==> config.mk <==
export PLATFORM = sky130hd
export DESIGN_NAME = audio_in_deser
export DESIGN_NICKNAME = d
export VERILOG_FILES = /design/src/rtl/audio_in_deser.sv
export SDC_FILE = /design/constraint.sdc
export NUM_CORES = 1
export LEC_CHECK = 0
export CAP_MARGIN = 25
export CORE_UTILIZATION = 53
export DETAILED_ROUTE_END_ITERATION = 7
export PLACE_DENSITY_LB_ADDON = 0.15
export SETUP_SLACK_MARGIN = 0.3
export SYNTH_ARGS = -nofsm -noshare
export SYNTH_HDL_FRONTEND = slang
export SYNTH_SLANG_ARGS = --single-unit
==> constraint.sdc <==
create_clock -name clk -period 2.5 [get_ports clk]
set_input_delay 0.375 -clock clk [delete_from_list [all_inputs] [get_ports clk]]
set_output_delay 0.375 -clock clk [all_outputs]
set_load 0.01 [all_outputs]
==> src/rtl/audio_in_deser.sv <==
// audio_in_deser: I2S / left-justified ADC capture. Oversamples BCLK, LRCLK and
// ADCDAT in the clk domain, rebuilds the left/right words MSB first and hands
// the stereo pair downstream over a valid/ready handshake.
// Optional peak tracking is built only when AUDIO_IN_PEAK_EN is defined.
`timescale 1ns/1ps
module audio_in_deser #(
  parameter int WIDTH       = 16,
  parameter int DELAY_BITS  = 1,
  parameter int SYNC_STAGES = 2
) (
  input  logic             clk,
  input  logic             reset,
  input  logic             BCLK,
  input  logic             LRCLK,
  input  logic             ADCDAT,
  input  logic             out_ready,
  input  logic             clr_err,
  output logic [WIDTH-1:0] left,
  output logic [WIDTH-1:0] right,
  output logic             out_valid,
  output logic             overrun,
  output logic             frame_err,
  output logic [WIDTH-1:0] peak_l,
  output logic [WIDTH-1:0] peak_r
);

  localparam int POS_MAX_I = DELAY_BITS + WIDTH;
  localparam int POS_W     = $clog2(POS_MAX_I + 1);
  localparam logic [POS_W-1:0] POS_MAX   = POS_W'(POS_MAX_I);
  localparam logic [POS_W-1:0] POS_FIRST = POS_W'(DELAY_BITS);
  localparam logic [POS_W-1:0] POS_LAST  = POS_W'(POS_MAX_I - 1);
  localparam logic [POS_W-1:0] POS_WID   = POS_W'(WIDTH);

  typedef enum logic [1:0] {IDLE, WAIT_L, CAP_L, CAP_R} state_t;

  logic [SYNC_STAGES-1:0] bclk_sync, lr_sync, dat_sync;
  logic                   bclk_prev;
  logic                   bclk_s, lr_s, dat_s, rise;

  state_t           state;
  logic             lr_prev, lr_seen;
  logic [POS_W-1:0] pos, pos_next;
  logic             boundary, capture, full;
  logic [WIDTH-1:0] shift, left_hold, emit_l, emit_r;
  logic             emit;

  assign bclk_s = bclk_sync[SYNC_STAGES-1];
  assign lr_s   = lr_sync[SYNC_STAGES-1];
  assign dat_s  = dat_sync[SYNC_STAGES-1];
  assign rise   = bclk_s & ~bclk_prev;

  // Input synchronizers and BCLK edge history.
  always_ff @(posedge clk) begin
    // NOTE: registers use non-blocking assignments so every flop samples the
    // pre-edge value of its neighbours; blocking here would collapse the chain.
    if (reset) begin
      bclk_sync <= '0;
      lr_sync   <= '0;
      dat_sync  <= '0;
      bclk_prev <= 1'b0;
    end else begin
      bclk_sync <= {bclk_sync[SYNC_STAGES-2:0], BCLK};
      lr_sync   <= {lr_sync[SYNC_STAGES-2:0], LRCLK};
      dat_sync  <= {dat_sync[SYNC_STAGES-2:0], ADCDAT};
      bclk_prev <= bclk_s;
    end
  end

  // Half-frame position tracking and capture window decode.
  always_comb begin
    // NOTE: every output gets a default first so no path leaves it unassigned
    // (which would infer a latch).
    pos_next = pos;
    boundary = rise && lr_seen && (lr_s != lr_prev);
    if (boundary) begin
      pos_next = '0;
    end else if (pos != POS_MAX) begin
      pos_next = pos + POS_W'(1);
    end
    // Wraps below POS_FIRST to a large value, so one compare covers both ends.
    capture = rise && ((pos_next - POS_FIRST) < POS_WID);
    full    = (pos >= POS_LAST);
  end

  // Capture FSM: assembles words, validates half-frame length, emits pairs.
  always_ff @(posedge clk) begin
    if (reset) begin
      state     <= IDLE;
      lr_prev   <= 1'b0;
      lr_seen   <= 1'b0;
      pos       <= '0;
      shift     <= '0;
      left_hold <= '0;
      emit      <= 1'b0;
      emit_l    <= '0;
      emit_r    <= '0;
      frame_err <= 1'b0;
    end else begin
      emit <= 1'b0;
      if (clr_err) frame_err <= 1'b0;
      if (state == IDLE) state <= WAIT_L;
      if (rise) begin
        // The first rise after reset only seeds lr_prev so a mid-word reset
        // cannot fake a rising boundary.
        lr_prev <= lr_s;
        lr_seen <= 1'b1;
        pos     <= pos_next;
        if (capture) shift <= {shift[WIDTH-2:0], dat_s};
        if (boundary) begin
          case (state)
            WAIT_L: if (lr_s) state <= CAP_L;
            CAP_L: begin
              if (full) begin
                left_hold <= shift;
                state     <= CAP_R;
              end else begin
                frame_err <= 1'b1;
                state     <= lr_s ? CAP_L : WAIT_L;
              end
            end
            CAP_R: begin
              if (full) begin
                emit   <= 1'b1;
                emit_l <= left_hold;
                emit_r <= shift;
              end else begin
                frame_err <= 1'b1;
              end
              state <= CAP_L;
            end
            default: ;
          endcase
        end
      end
    end
  end

  // Output pair register, valid/ready handshake and overrun flag.
  always_ff @(posedge clk) begin
    if (reset) begin
      left      <= '0;
      right     <= '0;
      out_valid <= 1'b0;
      overrun   <= 1'b0;
    end else begin
      if (clr_err) overrun <= 1'b0;
      if (emit) begin
        left      <= emit_l;
        right     <= emit_r;
        out_valid <= 1'b1;
        if (out_valid && !out_ready) overrun <= 1'b1;
      end else if (out_valid && out_ready) begin
        out_valid <= 1'b0;
      end
    end
  end

`ifdef AUDIO_IN_PEAK_EN
  localparam logic [WIDTH-1:0] MOST_NEG = {1'b1, {(WIDTH-1){1'b0}}};
  localparam logic [WIDTH-1:0] MOST_POS = ~MOST_NEG;

  logic pk_upd;

  function automatic logic [WIDTH-1:0] mag(input logic [WIDTH-1:0] s);
    if (!s[WIDTH-1]) return s;
    if (s == MOST_NEG) return MOST_POS;
    return -s;
  endfunction

  // Peak magnitude tracking, one clk after the pair reaches the outputs.
  always_ff @(posedge clk) begin
    if (reset) begin
      pk_upd <= 1'b0;
      peak_l <= '0;
      peak_r <= '0;
    end else begin
      pk_upd <= emit;
      if (clr_err) begin
        peak_l <= '0;
        peak_r <= '0;
      end else if (pk_upd) begin
        if (mag(left) > peak_l)  peak_l <= mag(left);
        if (mag(right) > peak_r) peak_r <= mag(right);
      end
    end
  end
`else
  assign peak_l = '0;
  assign peak_r = '0;
`endif

endmodule

==> results of run 1 <==
## metal layers
metal	global-route usage [%]	part of all wire, %
met5	0	0
met4	6.818	1.0
met3	6.522	3.3
met2	31.04	51
met1	21.06	45
## cells by family after synthesis
kind of cell	Yosys count
AND/OR/NAND/NOR	143
flip-flops	116
other	1
XOR/XNOR	4
buffers and inverters	61
adder cells (fa/ha/maj)	3
AO/OA/AOI/OAI	14
multiplexers	98
## Yosys cell counts, types with 2 or more instances
cell,n
o21ai_0,2
buf_2,4
a22oi_1,3
ha_1,3
mux2i_1,97
nor3_1,3
dfxtp_1,116
xor2_1,2
inv_1,4
nor2b_1,11
buf_6,3
a21oi_1,6
clkbuf_1,14
buf_4,34
nor2_1,92
nand3_1,2
nand2_1,8
xnor2_1,2
nand2b_1,18
## cell usage in the layout (no fill, tap or decap), types with 5 or more instances in the layout
master,count
dfxtp_1,115
mux2i_1,97
nor2_1,92
clkdlybuf4s50_1,40
conb_1,32
nand2b_1,18
clkbuf_16,16
nor2b_1,10
nand2_1,8
a21oi_1,6
clkinvlp_4,6
buf_4,5
## flip-flops by register name, summed over array words and instances, names as in the netlist, 2 cells and up
register,flops
state,2
pos,5
lr_sync,2
shift,16
left,16
left_hold,16
emit_r,16
right,16
bclk_sync,2
emit_l,16
dat_sync,2
## area by class of cell
| cell class | count | area share, % |
|---|---|---|
| Sequential cell | 116 | 42.10 |
| Multi-Input combinational cell | 294 | 35.34 |
| Timing Repair Buffer | 48 | 8.864 |
| Clock buffer | 20 | 8.252 |
| Clock inverter | 12 | 2.788 |
| Tap cell | 105 | 2.380 |
| Inverter | 4 | 0.2720 |
## power by group through the flow
stage	logic [mW]	registers, mW	clock network, mW
2_1_floorplan	0.118	1.90	0
3_3_place_gp	0.0996	1.90	0
3_5_place_dp	0.101	1.90	0
4_1_cts	0.101	1.86	2.46
5_1_grt	0.115	1.86	2.55
6_report	0.102	1.86	2.41
## metrics by stage
| step | power, mW | std cells |
|---|---|---|
| final | 4.379 | 599 |
| after global routing | 4.531 | 599 |
| after CTS | 4.420 | 599 |
| after detailed placement | 2.004 | 567 |
| after global placement | 2.003 | 567 |
| after floorplan | 2.020 | 471 |
## path summary, 6_finish.rpt
path              cells after the start                    start                      end  slack [ps]
setup reg to reg                      7      pos[0]$_SDFFE_PP0N_   shift[12]$_SDFFE_PP0P_         490
setup / recovery                      7      pos[0]$_SDFFE_PP0N_   shift[12]$_SDFFE_PP0P_         490
hold reg to reg                       1  bclk_sync[0]$_SDFF_PP0_  bclk_sync[1]$_SDFF_PP0_         430
hold / removal                        2                    reset    lr_sync[0]$_SDFF_PP0_         410
## critical path: stages (launching register included)
cell     delay [ps]
dfxtp_1         390
inv_1           120
ha_1            350
nor4_2          300
a31oi_2         160
mux2i_4         180
buf_6           230
mux2i_1         210
## what timing repair did
action / in CTS / in global routing
resized for setup: 0 / 3
buffers inserted: 0 / 0
setup endpoints to repair: 0 / 16
==> out/metrics.yaml, run 1 <==
outcome: "complete, no violations"
clockBufferDepth: 2
setup_ws_ps: 488.8
cap_viol_max_count: 0
combPwrFrac_pct: 2.3
cts.reportedPaths.clkPinSlew_ps: 50
insertion_delay_ps: 500
drtAntennaViolNets: 0
synth-simple-area-share_pct: 14.51
totalWireLength_um: 7480
cts_buffers: 17
cts_tree: "yes"
drt_iter0_markers: 109
root_buffer: "clkbuf_8"
cp_max_fo: 16
power.leakage_nw: 2.247
vias_per_cell: 4.786
syn_inst: 440
yosys-mux-area-fraction_pct: 21.87
regArea_sq_um: 2323
p_sw_uw: 895.6
post-route-util_pct: 66.83
grt.total_usage_pct: 18.26
rsz0062_at_grt: "false"
synth_compound_area_share_pct: 2.010
preCtsSetupSlack_ps: 377.3
grt_pass1_vias: 2712
dr.pass1.iters: 4
async_flop_share_pct: 0
cp-end-kind: "register"
pwr-share-clk_pct: 55.1
synth-main-ff-cell: "dfxtp_1"
rows: 33
ys_seq_area_share_pct: 51.12
dp_hpwl_um: 4827
fmax_mhz: 497.2
boundaryPins: 74
design_area_sq_um: 5519
areaGrowthSynthToFinish_pct: 21.48
cts_hold_buf: 0
port_buffers: 41
ys_ff_latch: 116
hold_viol: 0
drv_slew: 0
period_needed_ps: 2011
nets: 491
multi_input_area_sq_um: 1951
synthTopCellsByArea: "dfxtp_1 (51%), mux2i_1 (21%), nor2_1 (7.6%)"
synth_area_per_cell_sq_um: 10.33
synth_top_area_share_pct: 51.12
synth_cell_type_count: 35
vias: 2867
post_dp_cell_area_sq_um: 4897
fillCellCount: 656
netSwitchingFraction_pct: 20.45
synth-xor-area-share_pct: 0.7711
setup_viol: 0
skew_ps: 11.53
fin_crit_sh_pct: 80.45
syn-cell-area_sq_um: 4543
slew_headroom_pct: 50.65
synth.largest_area_cell: "dfxtp_1"
drive_above_1_share_pct: 10.12
grt_max_degree: 79
die_x_um: 94.59
overflow: 0
synth_top_family_by_area: "multiplexers"
path_class: "register to register"
ctsHtreeMaxLevel: 4
grt_pass1_wl_um: 12450
p_int_mw: 3.484
arrival_ps: 2440
num_antenna_cells: 0
synthAdderAreaFrac_pct: 0.8262
cts.sinks: 116
die_area_sq_um: 8946
ys_warn_count: 0
critPathLaunchType: "register"
tns_ps: 0
whs_ps: 413.2
power.density_nw_per_um2: 793.5
worst_pin_slew_ps: 740.2
synth-edff-count: 0
min_path_type: "input pin to register"
initial_utilization_pct: 55.02
cp.required_ps: 2930
gp_congestion: 0.7769
coreArea_sq_um: 8258
wl_per_cell_um: 12.49
antenna_found_initial: 0
ir_drop_mv: 0.6290
p_seq_share_pct: 42.6
remaining_drc_errors: 0
die_h_um: 94.59
(Power assumes the default switching activity.)
==> run 2: changes to the inputs <==
Settings changed: CORE_UTILIZATION 53 to 48.
Clock period 2.5 ns to 1.69 ns, I/O delays scaled along.
==> out/metrics.yaml, run 2 (synthesized netlist as in run 1, its figures left out) <==
boundaryPins: 74
violations: "negative setup slack"
grt_pass1_wl_um: 13940
antenna_found_initial: 0
vias_per_cell: 4.776
dp_cells: 578
final_cell_count_no_fill: 624
cts.reportedPaths.clkPinSlew_ps: 60
drive_above_1_share_pct: 19.30
holdPathStages: 2
dr.pass1.iters: 4
drt_iter0_markers: 66
grt_max_degree: 32
grt_pass1_vias: 2923
fillCellCount: 716
power.density_nw_per_um2: 1094
remaining_drc_errors: 0
die_x_um: 99.29
arrival_ps: 2210
final_cell_mix: "dfxtp_1 (110), mux2i_1 (92), nor2_1 (92), conb_1 (32), clkdlybuf4s15_1 (27)"
ctsHtreeMaxLevel: 4
critPathLaunchType: "register"
path_class: "register to register"
cap_viol_max_count: 0
layout_commonest_cell: "dfxtp_1"
power.leakage_nw: 2.476
clockBufferDepth: 2
cp_max_fo: 16
cp.required_ps: 2120
setup_viol: 16
wl_per_cell_um: 13.87
coreArea_sq_um: 9196
cts_buffers: 17
cts_tree: "yes"
multi_input_area_sq_um: 2117
initial_utilization_pct: 49.40
outcome: "complete, but fails checks"
areaGrowthSynthToFinish_pct: 31.42
die_h_um: 99.29
regArea_sq_um: 2340
preCtsSetupSlack_ps: -73.47
period_needed_ps: 1787
whs_ps: 112.6
port_buffers: 41
root_buffer: "clkbuf_8"
dp_hpwl_um: 5265
reg2reg_slack_ps: -100
skew_ps: 5.984
rows: 35
overflow: 0
grt.total_usage_pct: 18.41
tns_ps: -716.3
drv_slew: 0
totalWireLength_um: 8652
gp_congestion: 0.7630
vias: 2980
hold_viol: 0
rsz0062_at_grt: "true"
num_antenna_cells: 0
cts.sinks: 116
ir_drop_mv: 0.8503
worstRegToRegCells: 7
min_path_type: "input pin to register"
drtAntennaViolNets: 0
nets: 510
insertion_delay_ps: 510
setup_ws_ps: -96.54
cp-end-kind: "register"
fmax_mhz: 559.7
fin_crit_sh_pct: 105.7
die_area_sq_um: 9858
cts_hold_buf: 0
==> run 2: timing repair <==
item	CTS	global route
setup buffers	7	3
pin swaps	3	7
gates resized for setup	50	46
endpoints found under the setup margin	101	98
gates cloned	3	1
==> run 2: area by class of cell <==
| type | instances | area share, % |
|---|---|---|
| clock buffers | 18 | 7.167 |
| clock inverters | 14 | 2.955 |
| inverters | 4 | 0.2515 |
| multi-input cells | 294 | 35.46 |
| flip-flops and latches | 116 | 39.19 |
| well taps | 111 | 2.326 |
| repair buffers | 67 | 12.66 |
==> run 2: worst paths after layout <==
path                            endpoint             startpoint
setup reg to reg  shift[11]$_SDFFE_PP0P_    pos[0]$_SDFFE_PP0N_
setup / recovery  shift[11]$_SDFFE_PP0P_    pos[0]$_SDFFE_PP0N_
hold reg to reg    lr_sync[1]$_SDFF_PP0_  lr_sync[0]$_SDFF_PP0_
hold / removal    emit_r[2]$_SDFFE_PP0P_                  reset
==> run 2: per-stage QoR <==
| step | power, mW | instance area [sq um] | utilization (%) |
|---|---|---|---|
| finish | 6.531 | 5971 | 64.93 |
| global route | 6.730 | 5971 | 64.93 |
| CTS | 6.581 | 5866 | 63.78 |
| detailed placement | 2.984 | 5100 | 55.46 |
| global placement | 2.983 | 5100 | 55.46 |
| floorplan | 2.998 | 4790 | - |
==> run 2: critical path: stages (launching register included) <==
cell	delay [ps]
dfxtp_4	390
ha_4	150
nand3_2	80
xnor2_1	140
or3_4	340
mux2i_4	170
buf_12	190
mux2i_2	230
==> run 2: layer usage <==
metal | vias up | track usage (%) | routed length [um]
li1 | 1523 | - | -
met2 | 41 | 31.62 | 4435
met3 | 8 | 6.395 | 246
met5 | - | 0 | 0
met4 | 0 | 6.109 | 87
met1 | 1408 | 21.43 | 3883
==> run 2: where the power goes <==
group	leakage (nW)	internal, mW	switching (mW)	total, mW
clock network	0.292	2.30	1.29	3.59
logic	1.24	0.0716	0.112	0.183
registers	0.940	2.74	0.0137	2.76
total	2.48	5.11	1.42	6.53
==> run 3: changes to the inputs <==
Settings changed: CTS_CLUSTER_SIZE set to 24.
==> results of run 3 <==
Same layout as run 2: the final DEF is identical, and so are final timing and power.
